[src/rtl/cricket_pkg.sv]
// Shared types and constants for the cricket innings scoreboard.
// Imported by the ball/over counter and the top level.
package cricket_pkg;

  typedef enum logic [1:0] {
    IDLE         = 2'd0,
    IN_PLAY      = 2'd1,
    INNINGS_OVER = 2'd2
  } game_state_e;

  localparam int unsigned BALLS_PER_OVER  = 6;
  localparam int unsigned DEF_MAX_OVERS   = 20;
  localparam int unsigned DEF_MAX_WICKETS = 10;

endpackage

[src/rtl/ball_over_counter.sv]
// Legal-delivery counter: balls 0..5 within the over, completed overs.
// over_done_o flags the delivery that completes the current over.
module ball_over_counter
  import cricket_pkg::*;
(
  input  logic       clk,
  input  logic       reset,
  input  logic       en_i,
  input  logic       clr_i,
  output logic [2:0] balls_o,
  output logic [4:0] overs_o,
  output logic       over_done_o
);

  localparam logic [2:0] LAST_BALL = 3'(BALLS_PER_OVER - 1);

  logic [2:0] balls_q, balls_d;
  logic [4:0] overs_q, overs_d;

  assign over_done_o = en_i && (balls_q == LAST_BALL);

  // Next-state: clear wins over a delivery; sixth ball wraps into overs.
  always_comb begin
    balls_d = balls_q;
    overs_d = overs_q;
    if (clr_i) begin
      balls_d = '0;
      overs_d = '0;
    end else if (en_i) begin
      if (balls_q == LAST_BALL) begin
        balls_d = '0;
        overs_d = overs_q + 5'd1;
      end else begin
        balls_d = balls_q + 3'd1;
      end
    end
  end

  // Counter registers.
  always_ff @(posedge clk or posedge reset) begin
    if (reset) begin
      balls_q <= '0;
      overs_q <= '0;
    end else begin
      balls_q <= balls_d;
      overs_q <= overs_d;
    end
  end

  assign balls_o = balls_q;
  assign overs_o = overs_q;

endmodule

[src/rtl/cricket_tracker.sv]
// Innings scoreboard: runs, wickets and the idle/in-play/over FSM.
// Ball and over counting is delegated to ball_over_counter.
module cricket_tracker
  import cricket_pkg::*;
#(
  parameter int unsigned MAX_OVERS   = DEF_MAX_OVERS,
  parameter int unsigned MAX_WICKETS = DEF_MAX_WICKETS
) (
  input  logic        clk,
  input  logic        reset,
  input  logic        start_innings,
  input  logic        ball_bowled,
  input  logic [2:0]  runs_scored,
  input  logic        wicket_fallen,
  output logic [2:0]  balls,
  output logic [4:0]  overs,
  output logic [15:0] total_runs,
  output logic [3:0]  wickets,
  output logic [1:0]  game_state,
  output logic        innings_active
);

  localparam logic [4:0] MAX_O = 5'(MAX_OVERS);
  localparam logic [3:0] MAX_W = 4'(MAX_WICKETS);

  game_state_e state_q, state_d;
  logic [15:0] runs_q, runs_d;
  logic [3:0]  wkts_q, wkts_d;
  logic [16:0] run_sum;
  logic        in_play, start, deliver;
  logic        over_done;
  logic        last_over;

  assign in_play = (state_q == IN_PLAY);
  assign start   = start_innings && !in_play;
  assign deliver = ball_bowled && in_play;

  ball_over_counter u_bo (
    .clk        (clk),
    .reset      (reset),
    .en_i       (deliver),
    .clr_i      (start),
    .balls_o    (balls),
    .overs_o    (overs),
    .over_done_o(over_done)
  );

  assign run_sum   = {1'b0, runs_q} + {14'd0, runs_scored};
  assign last_over = over_done && ((overs + 5'd1) == MAX_O);

  // Next-state for runs, wickets and innings state.
  always_comb begin
    runs_d  = runs_q;
    wkts_d  = wkts_q;
    state_d = state_q;
    unique case (1'b1)
      start: begin
        runs_d  = '0;
        wkts_d  = '0;
        state_d = IN_PLAY;
      end
      deliver: begin
        runs_d = run_sum[16] ? 16'hFFFF : run_sum[15:0];
        if (wicket_fallen) wkts_d = wkts_q + 4'd1;
        if (wkts_d == MAX_W || last_over) state_d = INNINGS_OVER;
      end
      default: ;
    endcase
  end

  // State and score registers.
  always_ff @(posedge clk or posedge reset) begin
    if (reset) begin
      state_q <= IDLE;
      runs_q  <= '0;
      wkts_q  <= '0;
    end else begin
      state_q <= state_d;
      runs_q  <= runs_d;
      wkts_q  <= wkts_d;
    end
  end

  assign total_runs     = runs_q;
  assign wickets        = wkts_q;
  assign game_state     = state_q;
  assign innings_active = in_play;

endmodule

[config.mk]
export PLATFORM = sky130hd
export DESIGN_NAME = cricket_tracker
export DESIGN_NICKNAME = d
export VERILOG_FILES = /design/src/rtl/cricket_pkg.sv /design/src/rtl/ball_over_counter.sv /design/src/rtl/cricket_tracker.sv
export SDC_FILE = /design/constraint.sdc
export NUM_CORES = 1
export LEC_CHECK = 0
export CAP_MARGIN = 20
export CORE_ASPECT_RATIO = 1.2
export CORE_MARGIN = 5
export CORE_UTILIZATION = 54
export DETAILED_ROUTE_END_ITERATION = 10
export PLACE_DENSITY_LB_ADDON = 0.25
export SLEW_MARGIN = 10
export SYNTH_ARGS = -nofsm -noshare
export SYNTH_HDL_FRONTEND = slang
export SYNTH_SLANG_ARGS = --single-unit
[constraint.sdc]
create_clock -name clk -period 4.2 [get_ports clk]
set_clock_uncertainty 0.05 [all_clocks]
set_input_delay 0.42 -clock clk [delete_from_list [all_inputs] [get_ports clk]]
set_output_delay 0.42 -clock clk [all_outputs]
set_load 0.01 [all_outputs]
======== Yosys cells after proc, flatten, opt, wreduce, memory -nomap -nowiden ========
Index checks and enable logic that the tools add are counted.
storage, ports and cells
  register bits ........................... 30
  input port bits ......................... 8
  output and inout port bits .............. 31
  word-level logic and storage cells ...... 37
operators by class
  add/sub/neg operators ................... 4
  equality and inequality tests ........... 5
  mux-type cells .......................... 13
  reduce and logical (&&, ||, !) cells .... 10
operators with widths
  kind                 count
  $pmux 16 s2          1
  $add 16x3->17        1
  $mux 16              1
  $mux 5               3
  $mux 3               3
  $mux 4               2
  $pmux 4 s2           1
  $add 5x1->5 const B  1
  $eq 5x5->1 const B   1
  $add 4x1->4 const B  1
  $eq 4x4->1 const B   1
  $logic_and 1x1->1    4
  $pmux 2 s2           1
  $reduce_and 2->1     2
  $reduce_bool 2->1    2
  $add 3x1->3 const B  1
  $eq 3x3->1 const B   1
  $eq 2x1->1 const B   1
  $mux 2               1
  $ne 2x2->1 const B   1
  $logic_not 1->1      1
  $logic_or 1x1->1     1

======== Longest topological paths before layout ========
  depth in word-level cells ............... 7
  gate-level depth with buffers ........... 6
  gate-level depth less buffers ........... 6

======== By module ========
Synthesis repeated with hierarchy kept, for this count alone.
unflattened totals
  cell total of the unflattened synthesis .. 181
  area total of the unflattened synthesis .. 1725.4 um2
by module, submodules not included
  module             instances  cells an instance  area an instance (um2)  sequential area each (um2)
  cricket_tracker    1          143                1336.3                  550.5
  ball_over_counter  1          38                 389.1                   200.2

======== Worst setup path after synthesis ========
Ideal clock, no wire load.
  path kind ............................... input -> register
  start ................................... input runs_scored[0]
  end ..................................... register runs_q[13] (netlist: total_runs[13])
  library setup time ...................... 138 ps
  data arrival time ....................... 1838 ps
  required time ........................... 4012 ps
  path slack .............................. 2174 ps
  stages .................................. 6
  path buffers ............................ 0
  path through ............................ ha_1 > fa_1 > a21oi_2 > nor2_1 > nor4b_1 > a211oi_1
on the way
  cells in the longest elaborated chain, start to end .. 3
RTL lines
  what                  RTL line               text
  start, declared       cricket_tracker.sv:13  input logic [2:0] runs_scored,
  $add 16x3->17         cricket_tracker.sv:48  assign run_sum = {1'b0, runs_q} + {14'd0, runs_scored};
  $mux 16               cricket_tracker.sv:63  runs_d = run_sum[16] ? 16'hFFFF : run_sum[15:0];
  $pmux 16 s2           cricket_tracker.sv:56  unique case (1'b1)
  end signal, assigned  cricket_tracker.sv:79  runs_q <= runs_d;
  end, declared         cricket_tracker.sv:27  logic [15:0] runs_q, runs_d;
Every way passes these cells.
A chain may end at the register's enable or synchronous reset.

======== Final worst setup path ========
Same ends and word-level chain as after synthesis.

==> flow_summary.json <==
{
  "slew-limit-headroom": 0.597,
  "reg2reg_depth": 6,
  "max_freq_mhz": 433,
  "regArea_um2": 751,
  "postSynthAreaPerCell_um2": 9.51,
  "vias": 1625,
  "fin_ws_ns": 1.89,
  "clk_path_buf_depth": 2,
  "cts_max_level": 2,
  "synth_seq_area_share": 0.431,
  "wirelength_mm": 4.26,
  "antenna_cells": 0,
  "utilization": 0.716,
  "die_height_um": 72.2,
  "muxShareOfSynthArea": 0.0173,
  "synth_seq_cells": 30,
  "globalRouteOverflowTotal": 0,
  "fp.dieW_um": 61.8,
  "setup_tns_ns": 0,
  "yosysUniqueCellTypes": 48,
  "fp-row-count": 22,
  "synth_compound_area_frac": 0.200,
  "initial_utilization": 0.565,
  "grt_pass1_wl_mm": 7.35,
  "place_hpwl_mm": 3.04,
  "cp_slowest_cell": "fa_1",
  "core_area_um2": 3080,
  "cts_hold_buf": 0,
  "post-route-min-period_ns": 2.31,
  "yosysTopAreaCell": "dfrtp_1",
  "first_iter_violations": 137,
  "pwr_density_cell_nw_per_um2": 540,
  "avgViaCountPerCell": 6.20,
  "fill_cells": 252,
  "cts_tree": "yes",
  "grt_usage": 0.215,
  "multi_input_area_um2": 947,
  "ir_worst_vdd_mv": 0.342,
  "crit_arrival_ns": 2.46,
  "worstPathMaxFanout": 8,
  "ant_nets": 0,
  "finish.instance_area_um2": 2210,
  "p_leak_uw": 0.000897,
  "routabilityCongestion": 0.885,
  "clockRootBuffer": "clkbuf_4",
  "die_area_um2": 4460,
  "io_pins": 39,
  "drt_pass1_iterations": 4,
  "cp.required_ns": 4.35,
  "syn_nets": 198,
  "start_kind": "input port",
  "synth_area_leaders": "dfrtp_1 43%, a21oi_1 4.3%, ha_1 4.3%",
  "clkTransAtPathRegs_ns": 0.10,
  "worst_slew_pin_slew_ns": 0.603,
  "fin_cells": 262,
  "pre_cts_ws_ns": 1.56,
  "min_path_type": "in -> async",
  "crit_chain": "clkdlybuf4s50_1, ha_1, fa_1, a21oi_2, nor2_1, nor4b_1, a211oi_1",
  "area_growth_syn_to_layout_pct": 26.7,
  "drc": 0,
  "synth-edff-count": 0,
  "cts.sinks": 30,
  "synth_fa_ha_area_frac": 0.0546,
  "first_global_vias": 1624,
  "finalHoldViolCount": 0,
  "cts.repair.resized": 0,
  "grt_max_degree": 31,
  "synth.top_cells.by_count": "30 x dfrtp_1, 17 x nand2_1, 15 x a21oi_1, 12 x o21ai_0",
  "ys_warn_count": 0,
  "port-buffer-count": 38,
  "crit_path_end_kind": "flip-flop",
  "cts_buffers": 5,
  "post_drt_wl_per_cell_um": 16.3,
  "maxCapViolCount": 0,
  "synthFlopType": "dfrtp_1",
  "dp_cells": 255,
  "worstSetupPathType": "in -> reg",
  "yosysMostFrequentCell": "dfrtp_1",
  "place_area_um2": 2160,
  "postSynthCellCount": 183,
  "synth_simple_gate_area_frac": 0.247,
  "nets": 241,
  "synth_top_family_by_area": "simple AND/OR/NAND/NOR gates",
  "cts_setup_buffers": 0,
  "status": "finished, final reports clean",
  "rsz0062_at_grt": "no",
  "synth-xor-area-share": 0.0252,
  "syn_area_um2": 1740,
  "yosysTopAreaCellShare": 0.431,
  "setup_violations": 0,
  "drive_gt1_frac": 0.0664,
  "antenna_found_initial": 0,
  "async_flop_share": 1.00,
  "clk_latency_ns": 0.33,
  "min_period_over_period": 0.550,
  "report.final.slew_viol_count": 0,
  "slowest_delay_ns": 0.43
}
## worst paths after layout
kind	start	end	slack (ns)
setup / recovery	runs_scored[0]	total_runs[13]	1.89
hold / removal	reset	u_bo.overs_o[1]	0.40
setup reg to reg	total_runs[0]	total_runs[13]	2.00
hold reg to reg	wickets[2]	wickets[2]	0.50
max in group asynchronous	reset	game_state[0]	3.41
min in group clk	wickets[2]	wickets[2]	0.50
## metal layers
layer  GRT usage  wire length [um]  vias up
met5           0                 0        -
met4      0.0778               107        0
met3      0.0552               245       12
met2       0.333              2020       59
met1       0.287              1890      768
li1            -                 -      786
## report_power, final
part / internal (uW) / switching (uW)
Clock: 63.0 / 96.6
Combinational: 280 / 244
Sequential: 374 / 133
## logic make-up after synthesis
group	after synthesis
simple gates	73
mux	3
compound gates	55
buf+inv	10
flops	30
xor+xnor	5
fa+ha+maj	7
## sequential cells by signal, indices dropped and copies added, names as in the netlist
name	flops
total_runs	16
wickets	4
game_state	2
u_bo.balls_o	3
u_bo.overs_o	5
## through the flow
step	hold slack, ns	total power (uW)
after floorplan	0.461	778
after global placement	0.468	1010
after detailed placement	0.483	1040
after CTS	0.405	1200
after global routing	0.460	1280
final	0.397	1190
## critical path: cells and delay by family
family | cells | cell delay [ns]
simple gates | 2 | 0.48
buf+inv | 1 | 0.42
compound gates | 2 | 0.47
fa+ha+maj | 2 | 0.66
## area by class of cell
type                       instances  area share
multi-input combinational        143       0.429
sequential                        30       0.340
timing repair buffer              40       0.179
clock buffer                       7      0.0204
tap                               36      0.0204
inverter                           6      0.0102
## cells in the final DEF (no fill, tap or decap), drive strengths merged, types with 4 or more instances in the layout
master and instances:
dfrtp 30, ha 6, inv 6, nor2 10, or3 4, nand3 9, nor4 5, a211oi 5
a31oi 10, a21oi 16, o21ai 12, clkbuf 7, nand2 17, nor3 5, clkdlybuf4s50 38
No activity file was read; power rests on OpenSTA's default activity.
